[config.mk]
export PLATFORM = sky130hd
export DESIGN_NAME = fb_swap_controller_flat
export DESIGN_NICKNAME = d
export VERILOG_FILES = /design/src/rtl/fb_swap_controller_if.sv /design/src/rtl/fb_swap_controller.sv /design/src/flat_wrapper.sv
export SDC_FILE = /design/constraint.sdc
export NUM_CORES = 1
export LEC_CHECK = 0
export ABC_CLOCK_PERIOD_IN_PS = 1970
export CORE_MARGIN = 3
export CORE_UTILIZATION = 42
export DETAILED_ROUTE_END_ITERATION = 8
export PLACE_DENSITY_LB_ADDON = 0.25
export SLEW_MARGIN = 20
export SYNTH_ARGS = -nofsm -noshare
export SYNTH_HDL_FRONTEND = slang
export SYNTH_SLANG_ARGS = --single-unit
[constraint.sdc]
create_clock -name clock -period 1.97 [get_ports clock]
set_input_delay 0.197 -clock clock [delete_from_list [all_inputs] [get_ports clock]]
set_output_delay 0.197 -clock clock [all_outputs]
set_load 0.1 [all_outputs]
[src/rtl/fb_swap_controller_if.sv]
// Renderer write path and framebuffer write ports of the swap controller.
// The controller takes the slave side; the renderer/framebuffer side uses master.
interface fb_swap_controller_if #(
  parameter int ADDR_W = 19,
  parameter int DATA_W = 4
);
  logic              req1_en;
  logic              req2_en;
  logic [ADDR_W-1:0] req1_addr;
  logic [ADDR_W-1:0] req2_addr;
  logic [DATA_W-1:0] req1_data;
  logic [DATA_W-1:0] req2_data;
  logic              wr_ready;

  logic              wr1_en;
  logic              wr2_en;
  logic [ADDR_W-1:0] addr_wr1;
  logic [ADDR_W-1:0] addr_wr2;
  logic [DATA_W-1:0] data_wr1;
  logic [DATA_W-1:0] data_wr2;

  modport master (
    output req1_en, req2_en, req1_addr, req2_addr, req1_data, req2_data,
    input  wr_ready, wr1_en, wr2_en, addr_wr1, addr_wr2, data_wr1, data_wr2
  );

  modport slave (
    input  req1_en, req2_en, req1_addr, req2_addr, req1_data, req2_data,
    output wr_ready, wr1_en, wr2_en, addr_wr1, addr_wr2, data_wr1, data_wr2
  );
endinterface

[src/rtl/fb_swap_controller.sv]
// Double-buffer sequencer: swaps front/back on a vsync fall after frame_done, then clears
// the new back buffer two pixels per cycle. Optional macro FB_SWAP_DIV_EN limits swap rate.
module fb_swap_controller #(
  parameter int                FB_SIZE     = 307200,
  parameter int                ADDR_W      = 19,
  parameter int                DATA_W      = 4,
  parameter logic [DATA_W-1:0] CLEAR_COLOR = '0,
  parameter int                SWAP_DIV    = 1
) (
  input  logic        clock,
  input  logic        reset,
  input  logic        vsync,
  input  logic        frame_done,
  output logic        render_start,
  output logic        read_pick,
  output logic        busy,
  output logic [15:0] frame_count,
  output logic        oob_err,
  fb_swap_controller_if.slave bus
);

  typedef enum logic [1:0] {RENDER, WAIT_VSYNC, SWAP, CLEAR} state_t;

  localparam logic [ADDR_W:0] LIMIT = (ADDR_W+1)'(FB_SIZE);
  localparam logic [ADDR_W:0] TWO   = (ADDR_W+1)'(2);

  if ((FB_SIZE % 2) != 0 || FB_SIZE < 2 || SWAP_DIV < 1 || SWAP_DIV > 256) begin : g_param_check
    $error("fb_swap_controller: FB_SIZE must be even and SWAP_DIV within 1..256");
  end

  state_t            state, state_next;
  logic [ADDR_W-1:0] clear_addr, clear_addr_next;
  logic              read_pick_next;
  logic [15:0]       frame_count_next;
  logic              oob_next;
  logic              render_start_next;
  logic              vs_q;
  logic              fall;
  logic              swap_ok;
  logic              clear_last;
  logic              in1, in2, acc1, acc2;
  logic              wr1_en_q, wr2_en_q, wr1_en_next, wr2_en_next;
  logic [ADDR_W-1:0] addr1_q, addr2_q, addr1_next, addr2_next;
  logic [DATA_W-1:0] data1_q, data2_q, data1_next, data2_next;

  assign fall       = vs_q & ~vsync;
  assign clear_last = ({1'b0, clear_addr} + TWO) >= LIMIT;
  assign in1        = {1'b0, bus.req1_addr} < LIMIT;
  assign in2        = {1'b0, bus.req2_addr} < LIMIT;
  // Port 2 yields to port 1 on an address clash so the BRAM never sees two writes to one word.
  assign acc1       = bus.req1_en & in1;
  assign acc2       = bus.req2_en & in2 & ~(acc1 & (bus.req2_addr == bus.req1_addr));

`ifdef FB_SWAP_DIV_EN
  logic [7:0] div_cnt, div_cnt_next;
  assign swap_ok = fall & (({1'b0, div_cnt} + 9'd1) >= 9'(SWAP_DIV));
`else
  assign swap_ok = fall;
`endif

  assign busy         = (state != RENDER);
  assign bus.wr_ready = (state == RENDER);
  assign bus.wr1_en   = wr1_en_q;
  assign bus.wr2_en   = wr2_en_q;
  assign bus.addr_wr1 = addr1_q;
  assign bus.addr_wr2 = addr2_q;
  assign bus.data_wr1 = data1_q;
  assign bus.data_wr2 = data2_q;

  always_ff @(posedge clock) begin
    if (reset) begin
      state        <= CLEAR;
      clear_addr   <= '0;
      read_pick    <= 1'b0;
      frame_count  <= 16'd0;
      oob_err      <= 1'b0;
      render_start <= 1'b0;
      vs_q         <= 1'b0;
      wr1_en_q     <= 1'b0;
      wr2_en_q     <= 1'b0;
      addr1_q      <= '0;
      addr2_q      <= '0;
      data1_q      <= '0;
      data2_q      <= '0;
`ifdef FB_SWAP_DIV_EN
      div_cnt      <= 8'd0;
`endif
    end else begin
      state        <= state_next;
      clear_addr   <= clear_addr_next;
      read_pick    <= read_pick_next;
      frame_count  <= frame_count_next;
      oob_err      <= oob_next;
      render_start <= render_start_next;
      vs_q         <= vsync;
      wr1_en_q     <= wr1_en_next;
      wr2_en_q     <= wr2_en_next;
      addr1_q      <= addr1_next;
      addr2_q      <= addr2_next;
      data1_q      <= data1_next;
      data2_q      <= data2_next;
`ifdef FB_SWAP_DIV_EN
      div_cnt      <= div_cnt_next;
`endif
    end
  end

  always_comb begin
    state_next        = state;
    clear_addr_next   = clear_addr;
    read_pick_next    = read_pick;
    frame_count_next  = frame_count;
    oob_next          = oob_err;
    render_start_next = 1'b0;
    wr1_en_next       = 1'b0;
    wr2_en_next       = 1'b0;
    addr1_next        = '0;
    addr2_next        = '0;
    data1_next        = '0;
    data2_next        = '0;
`ifdef FB_SWAP_DIV_EN
    div_cnt_next      = div_cnt;
    if (fall && div_cnt != 8'hFF) div_cnt_next = div_cnt + 8'd1;
`endif

    case (state)
      RENDER: begin
        if (acc1) begin
          wr1_en_next = 1'b1;
          addr1_next  = bus.req1_addr;
          data1_next  = bus.req1_data;
        end
        if (acc2) begin
          wr2_en_next = 1'b1;
          addr2_next  = bus.req2_addr;
          data2_next  = bus.req2_data;
        end
        if ((bus.req1_en & ~in1) | (bus.req2_en & ~in2)) oob_next = 1'b1;
        if (frame_done) state_next = WAIT_VSYNC;
      end
      WAIT_VSYNC: begin
        if (swap_ok) state_next = SWAP;
      end
      SWAP: begin
        read_pick_next   = ~read_pick;
        frame_count_next = frame_count + 16'd1;
        clear_addr_next  = '0;
        state_next       = CLEAR;
`ifdef FB_SWAP_DIV_EN
        div_cnt_next     = 8'd0;
`endif
      end
      CLEAR: begin
        wr1_en_next     = 1'b1;
        wr2_en_next     = 1'b1;
        addr1_next      = clear_addr;
        addr2_next      = clear_addr + ADDR_W'(1);
        data1_next      = CLEAR_COLOR;
        data2_next      = CLEAR_COLOR;
        clear_addr_next = clear_addr + ADDR_W'(2);
        if (clear_last) begin
          state_next        = RENDER;
          render_start_next = 1'b1;
        end
      end
      default: state_next = CLEAR;
    endcase
  end

endmodule

[src/flat_wrapper.sv]
// flat-port wrapper written by rule: the top's interface ports become plain ports
module fb_swap_controller_flat 
#(
  parameter int                FB_SIZE     = 307200,
  parameter int                ADDR_W      = 19,
  parameter int                DATA_W      = 4,
  parameter logic [DATA_W-1:0] CLEAR_COLOR = '0,
  parameter int                SWAP_DIV    = 1
)
  (clock, reset, vsync, frame_done, render_start, read_pick, busy, frame_count, oob_err, bus_req1_en, bus_req2_en, bus_req1_addr, bus_req2_addr, bus_req1_data, bus_req2_data, bus_wr_ready, bus_wr1_en, bus_wr2_en, bus_addr_wr1, bus_addr_wr2, bus_data_wr1, bus_data_wr2);
  fb_swap_controller_if #(.ADDR_W(ADDR_W), .DATA_W(DATA_W)) bus_i ();
  input  logic clock;
  input  logic reset;
  input  logic vsync;
  input  logic frame_done;
  output logic render_start;
  output logic read_pick;
  output logic busy;
  output logic [15:0] frame_count;
  output logic oob_err;
  input wire logic [$bits(bus_i.req1_en)-1:0] bus_req1_en;
  input wire logic [$bits(bus_i.req2_en)-1:0] bus_req2_en;
  input wire logic [$bits(bus_i.req1_addr)-1:0] bus_req1_addr;
  input wire logic [$bits(bus_i.req2_addr)-1:0] bus_req2_addr;
  input wire logic [$bits(bus_i.req1_data)-1:0] bus_req1_data;
  input wire logic [$bits(bus_i.req2_data)-1:0] bus_req2_data;
  output wire logic [$bits(bus_i.wr_ready)-1:0] bus_wr_ready;
  output wire logic [$bits(bus_i.wr1_en)-1:0] bus_wr1_en;
  output wire logic [$bits(bus_i.wr2_en)-1:0] bus_wr2_en;
  output wire logic [$bits(bus_i.addr_wr1)-1:0] bus_addr_wr1;
  output wire logic [$bits(bus_i.addr_wr2)-1:0] bus_addr_wr2;
  output wire logic [$bits(bus_i.data_wr1)-1:0] bus_data_wr1;
  output wire logic [$bits(bus_i.data_wr2)-1:0] bus_data_wr2;
  assign bus_i.req1_en = bus_req1_en;
  assign bus_i.req2_en = bus_req2_en;
  assign bus_i.req1_addr = bus_req1_addr;
  assign bus_i.req2_addr = bus_req2_addr;
  assign bus_i.req1_data = bus_req1_data;
  assign bus_i.req2_data = bus_req2_data;
  assign bus_wr_ready = bus_i.wr_ready;
  assign bus_wr1_en = bus_i.wr1_en;
  assign bus_wr2_en = bus_i.wr2_en;
  assign bus_addr_wr1 = bus_i.addr_wr1;
  assign bus_addr_wr2 = bus_i.addr_wr2;
  assign bus_data_wr1 = bus_i.data_wr1;
  assign bus_data_wr2 = bus_i.data_wr2;
  fb_swap_controller #(.FB_SIZE(FB_SIZE), .ADDR_W(ADDR_W), .DATA_W(DATA_W), .CLEAR_COLOR(CLEAR_COLOR), .SWAP_DIV(SWAP_DIV)) u_core (.clock(clock), .reset(reset), .vsync(vsync), .frame_done(frame_done), .render_start(render_start), .read_pick(read_pick), .busy(busy), .frame_count(frame_count), .oob_err(oob_err), .bus(bus_i));
endmodule
==> results_dict.tcl <==
set metrics [dict create \
    hold_start "bus_req2_data[3]" \
    synth_edf_count 0 \
    rows 34 \
    drt-total-wl_mm 11.74 \
    grt_max_degree 48 \
    die_x_um 102.2 \
    power_leakage_nw 2.376 \
    clkTransAtPathRegs_ns 0.10 \
    grt_pass1_wl_mm 18.71 \
    hpwl_mm 8.804 \
    clock-sinks 88 \
    syn_inst 457 \
    violations "setup timing" \
    avgSynthCellArea_um2 8.501 \
    holdPathStages 2 \
    vias 3892 \
    status "complete, but fails checks" \
    path_cells "nand4_4 -> or4_4 -> a2111oi_4 -> a31oi_4 -> o31ai_4 -> mux2i_1" \
    hold_path_class "primary input to flop" \
    die_area_um2 10440 \
    r2r_start "u_core.clear_addr[4]" \
    peakVddDrop_mv 0.3007 \
    ant_nets 0 \
    worst_clock_skew_ns 0.01308 \
    tightestPinTransition_ns 0.7178 \
    drv_cap 0 \
    drive_above_1_share_pct 29.29 \
    fin_area_um2 5767 \
    ys_types 49 \
    post_dp_cell_area_um2 5509 \
    cts-root-buf "clkbuf_8" \
    power_density_nw_per_um2 580.9 \
    worst_r2r_path_depth 6 \
    wl_per_cell_um 15.80 \
    crit_path_start_kind "flop" \
    area_growth_pct 48.44 \
    holdBufCountCts 0 \
    gp_congestion 0.8765 \
    grt_pass1_vias 3790 \
    drt_iter0_drc 238 \
    hold_end "u_core.bus.data_wr2[3]" \
    port_buffers 120 \
    critPathCaptureType "flop" \
    finalNetCount 689 \
    maxSlewHeadroom_pct 52.15 \
    drv_slew 0 \
    numCtsBuffers 9 \
    path_max_fanout 2 \
    clk_latency_ns 0.36 \
    fin_ws_ns -0.04141 \
    crit_slowest_cell "or4_4" \
    synth_top_area_share_pct 45.35 \
    critical_path_class "flop to flop" \
    max_stage_delay_ns 0.56 \
    synth-main-ff-cell "dfxtp_1" \
    grt_overflow 0 \
    max_freq_mhz 497.2 \
    ys_warn_count 0 \
    min_period_over_period_pct 102.1 \
    synth-seq-cells 88 \
    syn_nets 516 \
    start_util_pct 43.91 \
    antenna_found_initial 0 \
    synth-seq-area-share_pct 45.35 \
    grt_use_total_pct 22.71 \
    fp.coreArea_um2 8848 \
    vias_per_cell 5.238 \
    final_hold_viol_count 0 \
    synth_most_common_cell "dfxtp_1" \
    fillerInstances 762 \
    pin_count 121 \
    drt-pass1-iter-count 4 \
    tns_ns -0.07276 \
    ys_async_sr_fraction_pct 0 \
    antenna_cells 0 \
    yosysTopAreaCell "dfxtp_1" \
    rrSetupSlack_ns -0.04 \
    netlist_area_um2 3885 \
    worstPathRequired_ns 2.26 \
    crit_start "u_core.clear_addr[4]" \
    synth.area.top_cells "dfxtp_1, a21oi_1, nand2_1" \
    fin_hold_ws_ns 0.3867 \
    cts_buffer_depth 2 \
    reg2reg_to "u_core.state[0]" \
    synthTopCellsByCount "dfxtp_1, nand2_1, a21oi_1" \
    rsz0062_at_grt "yes" \
    setup_violations 2 \
    die_height_um 102.2 \
    cp.arrival_ns 2.30 \
    drc 0 \
    layout_min_cycle_time_ns 2.011 \
    dpl_worst_slack_ns -0.3463 \
    cts_tree "yes" \
    h-tree-depth 3 \
]
layout by cell type, fill, tap and decap left out, types with 4 or more instances in the layout:
master	Yosys	layout
inv_1	10	10
clkdlybuf4s50_1	0	51
or3_1	4	4
ha_1	7	6
nor3_1	8	8
nor4b_1	4	4
o21ai_0	12	12
clkbuf_8	0	9
a21o_1	4	4
dfxtp_1	88	73
nor2_1	44	43
dfxtp_4	0	4
a21oi_1	55	55
xnor2_1	10	10
and2_1	4	4
mux2i_1	4	4
dfxtp_2	0	11
and3_1	10	9
nand2_1	72	71
buf_4	0	132
nand4_1	10	10
xor2_1	28	28
nand3_1	12	12
worst max path at each step:
| stage | end | cells past startpoint |
|---|---|---|
| finish | u_core.state[0] | 6 |
| global route | u_core.state[0] | 6 |
| CTS | u_core.state[0] | 6 |
| detailed placement | u_core.bus.addr_wr2[3] | 8 |
| global placement | u_core.bus.addr_wr2[9] | 8 |
| floorplan | u_core.frame_count[13] | 5 |
registers in the layout, indices dropped and copies added, names as in the netlist:
name,cells
u_core.bus.wr2_en,1
u_core.state,2
u_core.bus.data_wr1,4
u_core.vs_q,1
u_core.bus.addr_wr2,19
u_core.frame_count,16
u_core.bus.data_wr2,4
u_core.bus.wr1_en,1
u_core.oob_err,1
u_core.clear_addr,18
u_core.bus.addr_wr1,19
u_core.render_start,1
u_core.read_pick,1
logic make-up after synthesis:
kind of cell | after synthesis | synth area share [%]
AOI/OAI and AO/OA | 93 | 15.01
xor gates and xnor gates | 38 | 8.567
adders and majority gates | 7 | 2.254
buffers and inverters | 36 | 3.478
DFF | 88 | 45.35
muxes | 5 | 1.320
and+or+nand+nor | 190 | 24.03
final cells by class:
cell class,instances,area (um2),share of cell area (%)
Clock buffer,10,127.6,2.213
Clock inverter,6,51.30,0.8896
Inverter,11,46.29,0.8028
Multi-Input combinational cell,333,2043,35.43
Sequential cell,88,1790,31.05
Tap cell,108,135.1,2.343
Timing Repair Buffer,187,1573,27.27
metal layers:
| metal | global-route usage [%] | wire (um) | vias to the layer above |
|---|---|---|---|
| met2 | 37.78 | 5656 | 122 |
| met3 | 3.549 | 702 | 20 |
| li1 | - | - | 1919 |
| met1 | 29.81 | 5156 | 1831 |
| met5 | 0 | 0 | - |
| met4 | 8.375 | 222 | 0 |
per-stage QoR:
stage	utilization (%)	cells	total power [mW]
finish	65.17	743	3.350
global route	65.17	743	3.467
CTS	64.85	742	3.359
detailed placement	62.26	723	2.207
global placement	62.26	723	2.206
floorplan	-	457	2.003
where the power goes:
part           total [mW]  internal, mW  leakage, nW  switching [mW]
logic               0.367         0.173         1.57           0.194
registers            1.80          1.79        0.720          0.0101
clock network        1.18         0.478       0.0879           0.704
what timing repair did:
action / CTS / global route
endpoints found under the hold margin: 0 / 0
buffers inserted: 3 / 1
setup endpoints to repair: 3 / 24
pin swaps: 3 / 1
resized for setup: 7 / 7
worst max-delay path, delay by kind of cell (launching register included):
family | cells | cell delay (ns)
AND/OR/NAND/NOR | 2 | 0.67
AO/OA/AOI/OAI | 3 | 0.70
flip-flops | 1 | 0.37
multiplexers | 1 | 0.20
(Power assumes the default switching activity.)
